### src/rtl/lcd_enable_pulse_gen.sv
// HD44780-style write sequencer timed by rising edges of the clock divider's slow wave.
// Define LCD_TICK_SYNC_EN to put a 2-flop synchronizer on div_clk when the divider runs in another clock domain.
module lcd_enable_pulse_gen #(
    parameter int SETUP_TICKS     = 1,
    parameter int E_HIGH_TICKS    = 1,
    parameter int HOLD_TICKS      = 1,
    parameter int WAIT_TICKS      = 2,
    parameter int LONG_WAIT_TICKS = 38
) (
    input  logic       clk,
    input  logic       rst,
    input  logic       div_clk,
    input  logic       wr_req,
    input  logic       wr_rs,
    input  logic [7:0] wr_data,
    output logic       busy,
    output logic       done,
    output logic       lcd_rs,
    output logic       lcd_rw,
    output logic       lcd_e,
    output logic [7:0] lcd_db
);

    function automatic int max2(input int a, input int b);
        return (a > b) ? a : b;
    endfunction

    localparam int MAX_TICKS = max2(max2(max2(SETUP_TICKS, E_HIGH_TICKS),
                                         max2(HOLD_TICKS, WAIT_TICKS)),
                                    LONG_WAIT_TICKS);
    localparam int CW = $clog2(MAX_TICKS + 1);

    localparam logic [CW-1:0] SETUP_LAST     = CW'(SETUP_TICKS - 1);
    localparam logic [CW-1:0] E_HIGH_LAST    = CW'(E_HIGH_TICKS - 1);
    localparam logic [CW-1:0] HOLD_LAST      = CW'(HOLD_TICKS - 1);
    localparam logic [CW-1:0] WAIT_LAST      = CW'(WAIT_TICKS - 1);
    localparam logic [CW-1:0] LONG_WAIT_LAST = CW'(LONG_WAIT_TICKS - 1);

    localparam logic [2:0] ST_IDLE   = 3'd0;
    localparam logic [2:0] ST_SETUP  = 3'd1;
    localparam logic [2:0] ST_E_HIGH = 3'd2;
    localparam logic [2:0] ST_HOLD   = 3'd3;
    localparam logic [2:0] ST_WAIT   = 3'd4;

    logic [2:0]    state;
    logic [CW-1:0] cnt;
    logic [CW-1:0] cnt_bump;
    logic [CW-1:0] wait_last;
    logic          long_cmd;
    logic          div_q;
    logic          edge_src;
    logic          tick_armed;
    logic          tick;

`ifdef LCD_TICK_SYNC_EN
    logic div_s1;
    logic div_s2;

    always_ff @(posedge clk or negedge rst) begin
        if (!rst) begin
            div_s1 <= 1'b0;
            div_s2 <= 1'b0;
        end else begin
            div_s1 <= div_clk;
            div_s2 <= div_s1;
        end
    end

    assign edge_src = div_s2;
`else
    assign edge_src = div_clk;
`endif

    // tick_armed suppresses a false edge in the first cycle after reset when div_clk is already high
    always_ff @(posedge clk or negedge rst) begin
        if (!rst) begin
            div_q      <= 1'b0;
            tick_armed <= 1'b0;
        end else begin
            div_q      <= edge_src;
            tick_armed <= 1'b1;
        end
    end

    assign tick = tick_armed & edge_src & ~div_q;

    always_comb begin
        cnt_bump  = (cnt == '1) ? cnt : cnt + 1'b1;
        wait_last = long_cmd ? LONG_WAIT_LAST : WAIT_LAST;
    end

    assign busy   = (state != ST_IDLE);
    assign lcd_rw = 1'b0;

    always_ff @(posedge clk or negedge rst) begin
        if (!rst) begin
            state    <= ST_IDLE;
            cnt      <= '0;
            long_cmd <= 1'b0;
            done     <= 1'b0;
            lcd_rs   <= 1'b0;
            lcd_e    <= 1'b0;
            lcd_db   <= '0;
        end else begin
            done <= 1'b0;
            case (state)
                ST_IDLE: begin
                    if (wr_req) begin
                        lcd_rs   <= wr_rs;
                        lcd_db   <= wr_data;
                        long_cmd <= ~wr_rs & ((wr_data[7:1] == 7'b0000001) | (wr_data == 8'h01));
                        state    <= ST_SETUP;
                        cnt      <= '0;
                    end
                end
                ST_SETUP: begin
                    if (tick) begin
                        if (cnt == SETUP_LAST) begin
                            state <= ST_E_HIGH;
                            lcd_e <= 1'b1;
                            cnt   <= '0;
                        end else begin
                            cnt <= cnt_bump;
                        end
                    end
                end
                ST_E_HIGH: begin
                    if (tick) begin
                        if (cnt == E_HIGH_LAST) begin
                            state <= ST_HOLD;
                            lcd_e <= 1'b0;
                            cnt   <= '0;
                        end else begin
                            cnt <= cnt_bump;
                        end
                    end
                end
                ST_HOLD: begin
                    if (tick) begin
                        if (cnt == HOLD_LAST) begin
                            state <= ST_WAIT;
                            cnt   <= '0;
                        end else begin
                            cnt <= cnt_bump;
                        end
                    end
                end
                ST_WAIT: begin
                    if (tick) begin
                        if (cnt == wait_last) begin
                            state <= ST_IDLE;
                            done  <= 1'b1;
                            cnt   <= '0;
                        end else begin
                            cnt <= cnt_bump;
                        end
                    end
                end
                default: begin
                    state <= ST_IDLE;
                    lcd_e <= 1'b0;
                    cnt   <= '0;
                end
            endcase
        end
    end

endmodule

### config.mk
export PLATFORM = sky130hd
export DESIGN_NAME = lcd_enable_pulse_gen
export DESIGN_NICKNAME = d
export VERILOG_FILES = /design/src/rtl/lcd_enable_pulse_gen.sv
export SDC_FILE = /design/constraint.sdc
export NUM_CORES = 1
export LEC_CHECK = 0
export BUFFER_PORTS_ARGS = -buffer_cell sky130_fd_sc_hd__buf_2
export CORE_AREA = 2 2 57 59
export CTS_CLUSTER_SIZE = 16
export DETAILED_ROUTE_END_ITERATION = 10
export DIE_AREA = 0 0 59 61
export PLACE_DENSITY = 0.6
export SLEW_MARGIN = 30
export SYNTH_ARGS = -nofsm -noshare
export SYNTH_HDL_FRONTEND = slang
export SYNTH_SLANG_ARGS = --single-unit
export TNS_END_PERCENT = 1
### constraint.sdc
create_clock -name clk -period 1.4 [get_ports clk]
set_input_delay 0.07 -clock clk [delete_from_list [all_inputs] [get_ports clk]]
set_output_delay 0.07 -clock clk [all_outputs]
set_load 0.03 [all_outputs]
---- Word level (Yosys, flattened, before mapping) ----
Index checks and enable logic that the tools add are counted.
Widths: inputs -> output; s select.
word-level totals
  bits in registers ....................... 23
  input bits .............................. 13
  output and inout bits ................... 13
  word-level logic and storage cells ...... 70
operators by class
  add/subtract/negate cells ............... 1
  equal/unequal tests ..................... 18
  multiplexer cells ....................... 26
  bitwise logic cells ..................... 7
  reduce and logical (&&, ||, !) cells .... 9
operators with widths
  kind                 number
  $mux 6               7
  $mux 3               9
  $ne 2x2->1 const B   9
  $pmux 6 s3           1
  $pmux 3 s5           1
  $reduce_and 9->1     1
  $eq 8x1->1 const B   1
  $eq 7x1->1 const B   1
  $mux 1               7
  $add 6x1->6 const B  1
  $eq 3x2->1 const B   2
  $eq 6x6->1           1
  $eq 6x6->1 const B   1
  $logic_not 6->1      1
  $reduce_or 3->1      2
  $reduce_and 5->1     1
  $and 1x1->1          3
  $eq 3x1->1 const B   1
  $eq 3x3->1 const B   1
  $logic_not 3->1      1
  $not 1->1            3
  $pmux 1 s3           1
  $reduce_and 3->1     1
  $reduce_bool 3->1    1
  3 further kinds      3

---- Longest topological paths before layout ----
Gate-level depths: netlist of run 1.
  depth in word-level cells ............... 5
  gate-level depth with buffers ........... 7
  depth with buffers taken out ............ 6

---- Least setup slack after synthesis of run 1 ----
OpenSTA, ideal clock, no wires.
  kind .................................... reg-to-reg
  start ................................... register state[0]
  end ..................................... register lcd_db[0]
  library setup time ...................... 125 ps
  arrival ................................. 1651 ps
  required time ........................... 1275 ps
  slack ................................... -376 ps
  cell stages (with the launch flop) ...... 5
  path buffers ............................ 1
  period minus slack after synthesis ...... 1776 ps
  cells stage by stage .................... dfrtp_1 or3_1 nor2_1 buf_2 mux2_2
on the way
  cells in the longest elaborated chain, start to end .. 2
RTL lines
  element                            line  text
  start, declared                    45    logic [2:0] state;
  start signal, assigned             97    state <= ST_IDLE;
  start signal, assigned             112   state <= ST_SETUP;
  start signal, assigned             119   state <= ST_E_HIGH;
  $logic_not 3->1                    106   case (state)
  $reduce_and 2->1 (no source line)  -
  end signal, assigned               110   lcd_db <= wr_data;
  end, declared                      21    output logic [7:0] lcd_db
Every way passes these cells.
A chain may end at the register's enable or synchronous reset.

---- Final worst setup path of run 1 ----
  start ................................... register cnt[0]
  end ..................................... register cnt[2]
on the way
  cells in the longest elaborated chain, start to end .. 5
  elaborated cells on any way between the ends .. 10
  those cells by class .................... 1 x add/sub; 2 x eq/ne; 6 x mux; 1 x reduce/logical
RTL lines
  element                                           line      text
  start, declared                                   46        logic [CW-1:0] cnt;
  start signal, assigned                            123       cnt <= cnt_bump;
  start signal, assigned                            134       cnt <= cnt_bump;
  start signal, assigned                            144       cnt <= cnt_bump;
  $add 6x1->6 / $eq 6x6->1 (equally long branches)  88        cnt_bump = (cnt == '1) ? cnt : cnt + 1'b1;
  $mux 6                                            88
  $mux 6 (on tied branches)                         -
  $mux 6 (on tied branches)                         149, 139
  $pmux 6 s3 (*)                                    106
Every way passes the cells marked *; elsewhere a longest branch is shown, timed or not. The select of a mux whose other input is x is not followed.

==> results of run 1 <==
[area by class of cell]
| cell class | count | area [µm²] |
|---|---|---|
| multi-input combinational | 78 | 618 |
| sequential | 23 | 578 |
| clock inverter | 1 | 7.51 |
| tap | 33 | 41.3 |
| inverter | 7 | 26.3 |
| fill | 259 | 1250 |
| timing repair buffer | 59 | 410 |
| clock buffer | 3 | 22.5 |
[worst max-delay path by stage]
stage / startpoint / end / cells after the start
finish: cnt[0] / cnt[2] / 7
global route: div_q / cnt[1] / 6
CTS: state[0] / cnt[1] / 6
detailed placement: state[0] / cnt[1] / 6
global placement: state[0] / cnt[3] / 6
floorplan: state[0] / lcd_db[0] / 4
[flip-flops by register name, summed over array words and instances (netlist names)]
signal / count
cnt: 6
div_q: 1
done: 1
lcd_db: 8
lcd_e: 1
lcd_rs: 1
long_cmd: 1
state: 3
tick_armed: 1
[cells in the final DEF (no fill, tap or decap), types with 3 or more instances in the layout]
cell            n
o21ai_0         3
mux2_2          8
a21oi_1         6
buf_2          24
nor2_4          4
nand2_1        11
buf_4          24
clkbuf_4        3
dlygate4sd3_1  11
inv_1           6
dfrtp_1        21
nand3_1         3
[stage by stage]
stage	worst slack, ns	power, mW
2_1_floorplan	-0.179	1.97
3_3_place_gp	-0.164	2.56
3_5_place_dp	-0.199	2.60
4_1_cts	-0.157	3.01
5_1_grt	-0.254	3.26
6_report	-0.182	3.08
[layer usage]
| metal | vias up | share of wire [%] |
|---|---|---|
| met1 | 542 | 42 |
| met4 | 0 | 1.0 |
| li1 | 520 | - |
| met3 | 4 | 2.3 |
| met5 | - | 0 |
| met2 | 18 | 55 |
[kinds of logic after synthesis]
| kind of cell | after synthesis |
|---|---|
| adders and majority gates | 3 |
| and+or+nand+nor | 34 |
| xor gates and xnor gates | 1 |
| other | 2 |
| AOI/OAI and AO/OA | 26 |
| muxes | 11 |
| buffers and inverters | 12 |
| DFF | 23 |
[timing repair]
item                                    in CTS  in global routing
pin swaps                                   10                  3
cloned                                       1                  0
endpoints found under the setup margin      21                 21
hold endpoints to repair                    33                  0
hold buffers                                11                  0
resized for setup                           12                  8
[power breakdown]
group | total, mW | switching [mW] | internal (mW) | leakage, nW
Clock | 0.330 | 0.221 | 0.109 | 0.0139
Combinational | 1.72 | 0.973 | 0.752 | 0.489
Sequential | 1.02 | 0.141 | 0.881 | 0.288
[cells in the mapped netlist (all sizes together), types with 2 or more instances]
| cell | number |
|---|---|
| mux2i | 2 |
| a21boi | 3 |
| conb | 2 |
| clkbuf | 2 |
| inv | 7 |
| ha | 3 |
| nor3 | 2 |
| nor2 | 7 |
| buf | 3 |
| nand3 | 4 |
| a21oi | 8 |
| o2111ai | 2 |
| and3 | 3 |
| nand2 | 11 |
| dfrtp | 23 |
| o21ai | 4 |
| o22ai | 2 |
| mux2 | 9 |
==> flow_summary.toml, run 1 <==
[outcome]
outcome = "complete, but fails checks"
violations = "setup timing"

[sta]
rsz0062_at_grt = "true"
hold_ws_ns = 0.242
final_max_slew_viol_count = 0
relSlewSlack_pct = 64.9
min_period_over_period_pct = 113
tns_ns = -2.06
period_needed_ns = 1.58
worst_slew_pin_slew_ns = 0.527
setup_violations = 21
hold_viol = 0
setup_ws_ns = -0.182
final.setup_skew_ns = 0.00472
fmax_mhz = 632

[logic_synthesis]
synth_async_sr_flop_share_pct = 100
ys_ff_latch = 23
syn_avg_cell_area_um2 = 10.4
synth_top_area_share_pct = 49.6
synth-xor-area-share_pct = 0.755
yosysTopAreaCell = "dfrtp_1"
ys_seq_area_share_pct = 49.6
synth_top_family_by_area = "compound AO/OA/AOI/OAI gates"
muxShareOfSynthArea_pct = 10.5
ys_types = 38
synth_edf_count = 0
synth.net_count = 128
ys.flop_type = "dfrtp_1"
synthSimpleGateAreaFrac_pct = 15.1
yosys_warnings = 0
synth-compound-area-share_pct = 15.7
synthAdderAreaFrac_pct = 3.24
synthCells = 112
synthTopCellsByArea = "dfrtp_1 (50%), mux2_2 (8.7%), nand2_1 (3.6%), a21oi_1 (3.5%), ha_1 (3.2%)"
syn-cell-area_um2 = 1160

[global_routing]
grt_pass1_wl_um = 4650
busiest_layer = "met2"
grt_pass1_vias = 1103
grt_util_all_layers_pct = 17.3
antenna_found_initial = 0
use_met3_pct = 2.77
grt_max_degree = 24
overflow = 0
use_met2_pct = 31.3
grt_use_met1_pct = 20.1

[setup_path]
endpoint_kind = "register"
rrSetupSlack_ns = -0.18
timing.rr.start = "cnt[0]"
crit_path_start_kind = "register"
cp_max_fo = 4
cpPeakStageDelay_ns = 0.42
path_class = "register to register"
cp.required_ns = 1.62
crit_slowest_cell = "dfrtp_1"
r2r_cells = 7
path_delay_family = "flip-flops"
r2r-end = "cnt[2]"
cp_num_buf_inv = 1
cp.arrival_ns = 1.80
crit_chain = "buf_4, ha_1, and3_4, nand3_1, nand2_1, a21boi_1, o22ai_1"

[layout]
fin_cells = 204
syn2layout_area_growth_pct = 46.9
nNetsFinal = 188
fin_util_pct = 57.7
final_cell_area_um2 = 1700
antennaDiodeCount = 0
drive_gt1_share_pct = 48.5

[clock_tree]
cts_tree = "done"
cts-root-buf = "clkbuf_4"
clk_latency_ns = 0.32
clockBufferDepth = 2
cts.htree.levels = 1
cts_buffers = 3
post_cts_buffers = 0
clkSinkCount = 23
path_clk_slew_ns = 0.14

[placed_design]
gp_congestion = 0.785
dp.cells = 188
dp_hpwl_um = 1920
portBuffers = 24
placed_cell_area_um2 = 1490

[pwr]
power_leakage_nw = 0.791
power_density_nw_per_um2 = 1810
ir_drop_uv = 601

[floorplanning]
die-area_um2 = 3600
initial_core_util_pct = 39.3
dieWidth_um = 59
io_pins = 26
design.core.area_um2 = 2950
die_h_um = 61
rows = 20

[routing]
dr.pass1.iters = 4
dr_total_vias = 1084
drt_iter0_drc = 51
detail-route-antenna-nets = 0
drt-total-wl_um = 2810
routedWlPerCell_um = 13.8
via_per_inst = 5.31
drc_errors = 0

[min_path]
hold_path_class = "input pin to asynchronous set/reset pin"

[run]
maxCapViolCount = 0
No activity file was read; power rests on OpenSTA's default activity.
==> run 2: changes to the inputs <==
==> constraint.sdc (replaced) <==
create_clock -name clk -period 1.4 [get_ports clk]
set_input_delay 0.28 -clock clk [delete_from_list [all_inputs] [get_ports clk]]
set_output_delay 0.28 -clock clk [all_outputs]
set_load 0.03 [all_outputs]
==> run 2 against run 1 <==
Final area down 5.8%; register-to-register slack worse by 0.02 ns; first-iteration DRC count down 39%; the run still ends with setup timing left; sequential power about the same.
==> flow_summary.toml, run 2 (synthesis gave the netlist of run 1 again) <==
[setup_path]
path_delay_family = "flip-flops"
cp_num_buf_inv = 1
cpPeakStageDelay_ns = 0.47
cp.arrival_ns = 1.34
path_class = "register to output port"
cp_max_fo = 4
cp.required_ns = 1.12
cp.depth = 2
crit_path_start_kind = "register"
r2r_cells = 3
crit_slowest_cell = "dfrtp_2"
endpoint_kind = "output port"
crit_chain = "or3_4, buf_6"

[clock_tree]
cts-root-buf = "clkbuf_4"
cts_buffers = 3
clk_latency_ns = 0.32
cts.htree.levels = 1
post_cts_buffers = 0
path_clk_slew_ns = 0.14
clkSinkCount = 23
clockBufferDepth = 2
cts_tree = "done"

[layout]
antennaDiodeCount = 0
final_cell_mix = "buf_4 (24), buf_2 (23), dfrtp_1 (22)"
fin_cells = 193
regMostFlops = "lcd_db"
drive_gt1_share_pct = 50.6
top_regs = "lcd_db (8), cnt (6), state (3)"
syn2layout_area_growth_pct = 38.4
largest_register_ffs = 8
final_common_cell = "buf_4"
nNetsFinal = 177
final_cell_area_um2 = 1610

[global_routing]
grt_max_degree = 24
antenna_found_initial = 0
grt_pass1_wl_um = 4320
grt_pass1_vias = 1052
overflow = 0
grt_util_all_layers_pct = 15.8

[placed_design]
portBuffers = 24
gp_congestion = 0.785
dp.cells = 188
placed_cell_area_um2 = 1490
dp_hpwl_um = 1920

[floorplanning]
initial_core_util_pct = 39.3
dieWidth_um = 59
die_h_um = 61
io_pins = 26
die-area_um2 = 3600
design.core.area_um2 = 2950
rows = 20

[routing]
via_per_inst = 5.25
dr_total_vias = 1014
drt-total-wl_um = 2590
drt_iter0_drc = 31
dr.pass1.iters = 6
routedWlPerCell_um = 13.4
detail-route-antenna-nets = 0
drc_errors = 0

[sta]
period_needed_ns = 1.62
rsz0062_at_grt = "true"
relSlewSlack_pct = 64.6
worst_slew_pin_slew_ns = 0.531
final.setup_skew_ns = 0.00834
min_period_over_period_pct = 115
tns_ns = -2.97
setup_ws_ns = -0.217
setup_violations = 21
final_max_slew_viol_count = 0
hold_viol = 0
fmax_mhz = 618

[min_path]
whs_path_depth = 1
hold_path_class = "input pin to register"

[outcome]
violations = "setup timing"
outcome = "complete, but fails checks"

[pwr]
power_density_nw_per_um2 = 1890
ir_drop_uv = 598
power_leakage_nw = 0.748

[run]
maxCapViolCount = 0
==> run 2: cell count changes in the layout (fill, tap and decap cells not counted) <==
cell / change
buf_2: -1
buf_6: +1
dfrtp_1: +1
dfrtp_2: -1
dlygate4sd3_1: -10
mux2_2: +1
mux2_4: -1
nor2_4: -1
o2111ai_2: -1
o2111ai_4: +1
==> run 2: per-layer routing <==
layer / global-route usage (%) / share of wire (%)
met1: 18.2 / 43
met2: 28.7 / 54
met3: 2.77 / 2.2
met4: 7.14 / 1.2
met5: 0 / 0
==> run 2: path summary, 6_finish.rpt <==
kind / endpoint / startpoint / slack (ns)
worst min-delay path: div_q / div_clk / 0.08
worst max-delay path: busy / state[0] / -0.22
worst max register to register: lcd_db[4] / state[0] / -0.20
min in group asynchronous: cnt[2] / rst / 0.46
worst min register to register: lcd_db[6] / lcd_db[6] / 0.52
max in group asynchronous: state[0] / rst / 0.57
==> run 2: where the power goes <==
group | switching (mW) | internal [mW]
Combinational | 0.952 | 0.739
Sequential | 0.139 | 0.878
Clock | 0.217 | 0.109
==> run 2: final cells by class <==
cell class | count | area, µm²
Sequential cell | 23 | 577
Multi-Input combinational cell | 77 | 614
Inverter | 7 | 26.3
Tap cell | 33 | 41.3
Fill cell | 275 | 1350
Timing Repair Buffer | 49 | 317
Clock buffer | 3 | 22.5
Clock inverter | 1 | 7.51
==> run 2: timing repair <==
item	CTS	global route
gates cloned	0	0
pin swaps	5	5
resized for setup	11	9
hold buffers	1	0
hold endpoints to repair	23	0
endpoints found under the setup margin	21	21
==> run 2: through the flow <==
| stage | utilization [%] | hold slack (ns) | worst slack (ns) | power (mW) |
|---|---|---|---|---|
| 6_report | 54.4 | 0.0810 | -0.217 | 3.03 |
| 5_1_grt | 54.4 | 0.0572 | -0.257 | 3.23 |
| 4_1_cts | 52.9 | 0.0703 | -0.212 | 2.98 |
| 3_5_place_dp | 50.4 | 0.290 | -0.199 | 2.60 |
| 3_3_place_gp | 50.4 | 0.284 | -0.164 | 2.56 |
| 2_1_floorplan | - | -0.0156 | -0.179 | 1.97 |
==> run 3: changes to the inputs <==
--- a/config.mk
+++ b/config.mk
@@ -10,7 +10,7 @@
 export CTS_CLUSTER_SIZE = 16
 export DETAILED_ROUTE_END_ITERATION = 10
 export DIE_AREA = 0 0 59 61
-export PLACE_DENSITY = 0.6
+export PLACE_DENSITY = 0.58
 export SLEW_MARGIN = 30
 export SYNTH_ARGS = -nofsm -noshare
 export SYNTH_HDL_FRONTEND = slang
==> constraint.sdc (replaced) <==
create_clock -name clk -period 1.65 [get_ports clk]
set_input_delay 0.33 -clock clk [delete_from_list [all_inputs] [get_ports clk]]
set_output_delay 0.33 -clock clk [all_outputs]
set_load 0.03 [all_outputs]
==> run 3 against run 2 <==
The run now ends clean; sequential cell count stayed put; total power is 21% lower; sequential power is 16% lower; core utilization is 4.8 points lower; clock power is 18% lower; global-route usage is 1.5 points lower; clock-buffer cell count stayed put; critical path depth stayed put; cell count is 6.2% lower; wire length is 11% lower; sequential share of layout area is 3.6 points higher; critical path type unchanged.
==> flow_summary.toml, run 3 (synthesis gave the netlist of run 1 again) <==
[routing]
detail-route-antenna-nets = 0
drt_iter0_drc = 24
drt-total-wl_um = 2300
dr_total_vias = 937
routedWlPerCell_um = 12.7
drc_errors = 0
dr.pass1.iters = 4
via_per_inst = 5.18

[clock_tree]
clkSinkCount = 23
path_clk_slew_ns = 0.14
cts.htree.levels = 1
cts-root-buf = "clkbuf_4"
cts_tree = "done"
cts_buffers = 3
clk_latency_ns = 0.31
clockBufferDepth = 2

[run]
maxCapViolCount = 0

[sta]
final_max_slew_viol_count = 0
rsz0062_at_grt = "true"
setup_violations = 0
min_period_over_period_pct = 99.2
hold_viol = 0
fmax_mhz = 611
period_needed_ns = 1.64
final.setup_skew_ns = 0.00562

[setup_path]
crit_slowest_cell = "dfrtp_1"
crit_chain = "or3_4, buf_2"
cpPeakStageDelay_ns = 0.44
startpoint = "state[0]"
endpoint_kind = "output port"
crit_path_start_kind = "register"
cp.required_ns = 1.32
cp_max_fo = 5
path_class = "register to output port"
cp.arrival_ns = 1.31
timing.rr.start = "state[1]"

[floorplanning]
die_h_um = 61
die-area_um2 = 3600
io_pins = 26
initial_core_util_pct = 39.3
design.core.area_um2 = 2950
rows = 20
dieWidth_um = 59

[global_routing]
grt_pass1_vias = 903
use_met2_pct = 24.0
grt_util_all_layers_pct = 14.3
busiest_layer = "met2"
grt_pass1_wl_um = 3930
use_met3_pct = 2.99
antenna_found_initial = 0
overflow = 0
grt_use_met1_pct = 18.7
grt_max_degree = 24

[layout]
final_cell_area_um2 = 1460
syn2layout_area_growth_pct = 26.1
largest_register_ffs = 8
antennaDiodeCount = 0
final_cell_mix = "buf_2 (24), dfrtp_1 (21), buf_4 (12)"
drive_gt1_share_pct = 41.9
final_common_cell = "buf_2"
top_regs = "lcd_db (8), cnt (6), state (3)"
regMostFlops = "lcd_db"
fin_cells = 181
final.fill_count = 296
nNetsFinal = 165

[pwr]
intPower_mw = 1.37
p_comb_share_pct = 53.3
power_frac_clock_pct = 11.1
finalPower_mw = 2.41
power_density_nw_per_um2 = 1640
power_leakage_nw = 0.683
switchingPower_mw = 1.04
p_sw_share_pct = 43.1
sequentialPowerShare_pct = 35.6
ir_drop_uv = 731

[min_path]
hold_path_class = "input pin to register"
hold_start = "div_clk"

[outcome]
outcome = "complete, no violations"

[placed_design]
gp_congestion = 0.907
placed_cell_area_um2 = 1390
dp.cells = 176
dp_hpwl_um = 1730
portBuffers = 24
==> run 3: cell count changes in the layout (fill, tap and decap cells not counted), sizes merged <==
cell and change:
buf -12
==> run 3: worst max-delay path, delay by kind of cell, from the launching register on <==
| family | cells | cell delay (ns) |
|---|---|---|
| AND/OR/NAND/NOR | 1 | 0.37 |
| flip-flops | 1 | 0.44 |
| buffers and inverters | 1 | 0.18 |
==> run 3: area by class of cell <==
| class | instances | area [µm²] | share of cell area (%) |
|---|---|---|---|
| clock buffers | 3 | 22.5 | 1.54 |
| clock inverters | 1 | 7.51 | 0.513 |
| inverters | 7 | 26.3 | 1.80 |
| multi-input cells | 77 | 567 | 38.8 |
| flip-flops and latches | 23 | 578 | 39.5 |
| well taps | 33 | 41.3 | 2.82 |
| repair buffers | 37 | 220 | 15.1 |
==> run 3: worst paths after layout <==
path | end | slack, ns | depth (start not counted)
worst max-delay path | busy | 0.01 | 2
worst min-delay path | div_q | 0.13 | 1
worst max register to register | cnt[1] | 0.02 | 6
worst min register to register | lcd_db[4] | 0.52 | 1
max in group asynchronous | cnt[2] | 0.78 | 2
min in group asynchronous | lcd_db[7] | 0.50 | 2
==> run 3: through the flow <==
| stage | utilization [%] | setup TNS, ns | hold WS, ns | setup WS [ns] |
|---|---|---|---|---|
| 3_3_place_gp | 47.1 | 0 | 0.333 | 0.0694 |
| 5_1_grt | 49.5 | -0.194 | 0.114 | -0.0612 |
| 3_5_place_dp | 47.1 | 0 | 0.331 | 0.0699 |
| 6_report | 49.5 | 0 | 0.126 | 0.0139 |
| 4_1_cts | 48.5 | 0 | 0.121 | 0.00320 |
| 2_1_floorplan | - | 0 | 0.0344 | 0.0220 |
==> run 3: power groups by stage <==
stage                     Sequential (mW)  Clock, mW  Combinational (mW)
after floorplan                      1.11          0               0.543
after global placement              0.852          0                1.24
after detailed placement            0.866          0                1.25
after CTS                           0.853      0.281                1.25
after global routing                0.884      0.305                1.40
final                               0.856      0.268                1.28
==> run 3: timing repair <==
item	in CTS	in global routing
setup endpoints to repair	0	8
setup buffers	0	0
endpoints found under the hold margin	23	0
hold buffers	1	0
gates resized for setup	0	9
==> run 3: routing by layer <==
layer | up-vias | wire length, µm
met5 | - | 0
met4 | 0 | 17
met3 | 2 | 75
met2 | 18 | 1120
met1 | 451 | 1090
li1 | 466 | -
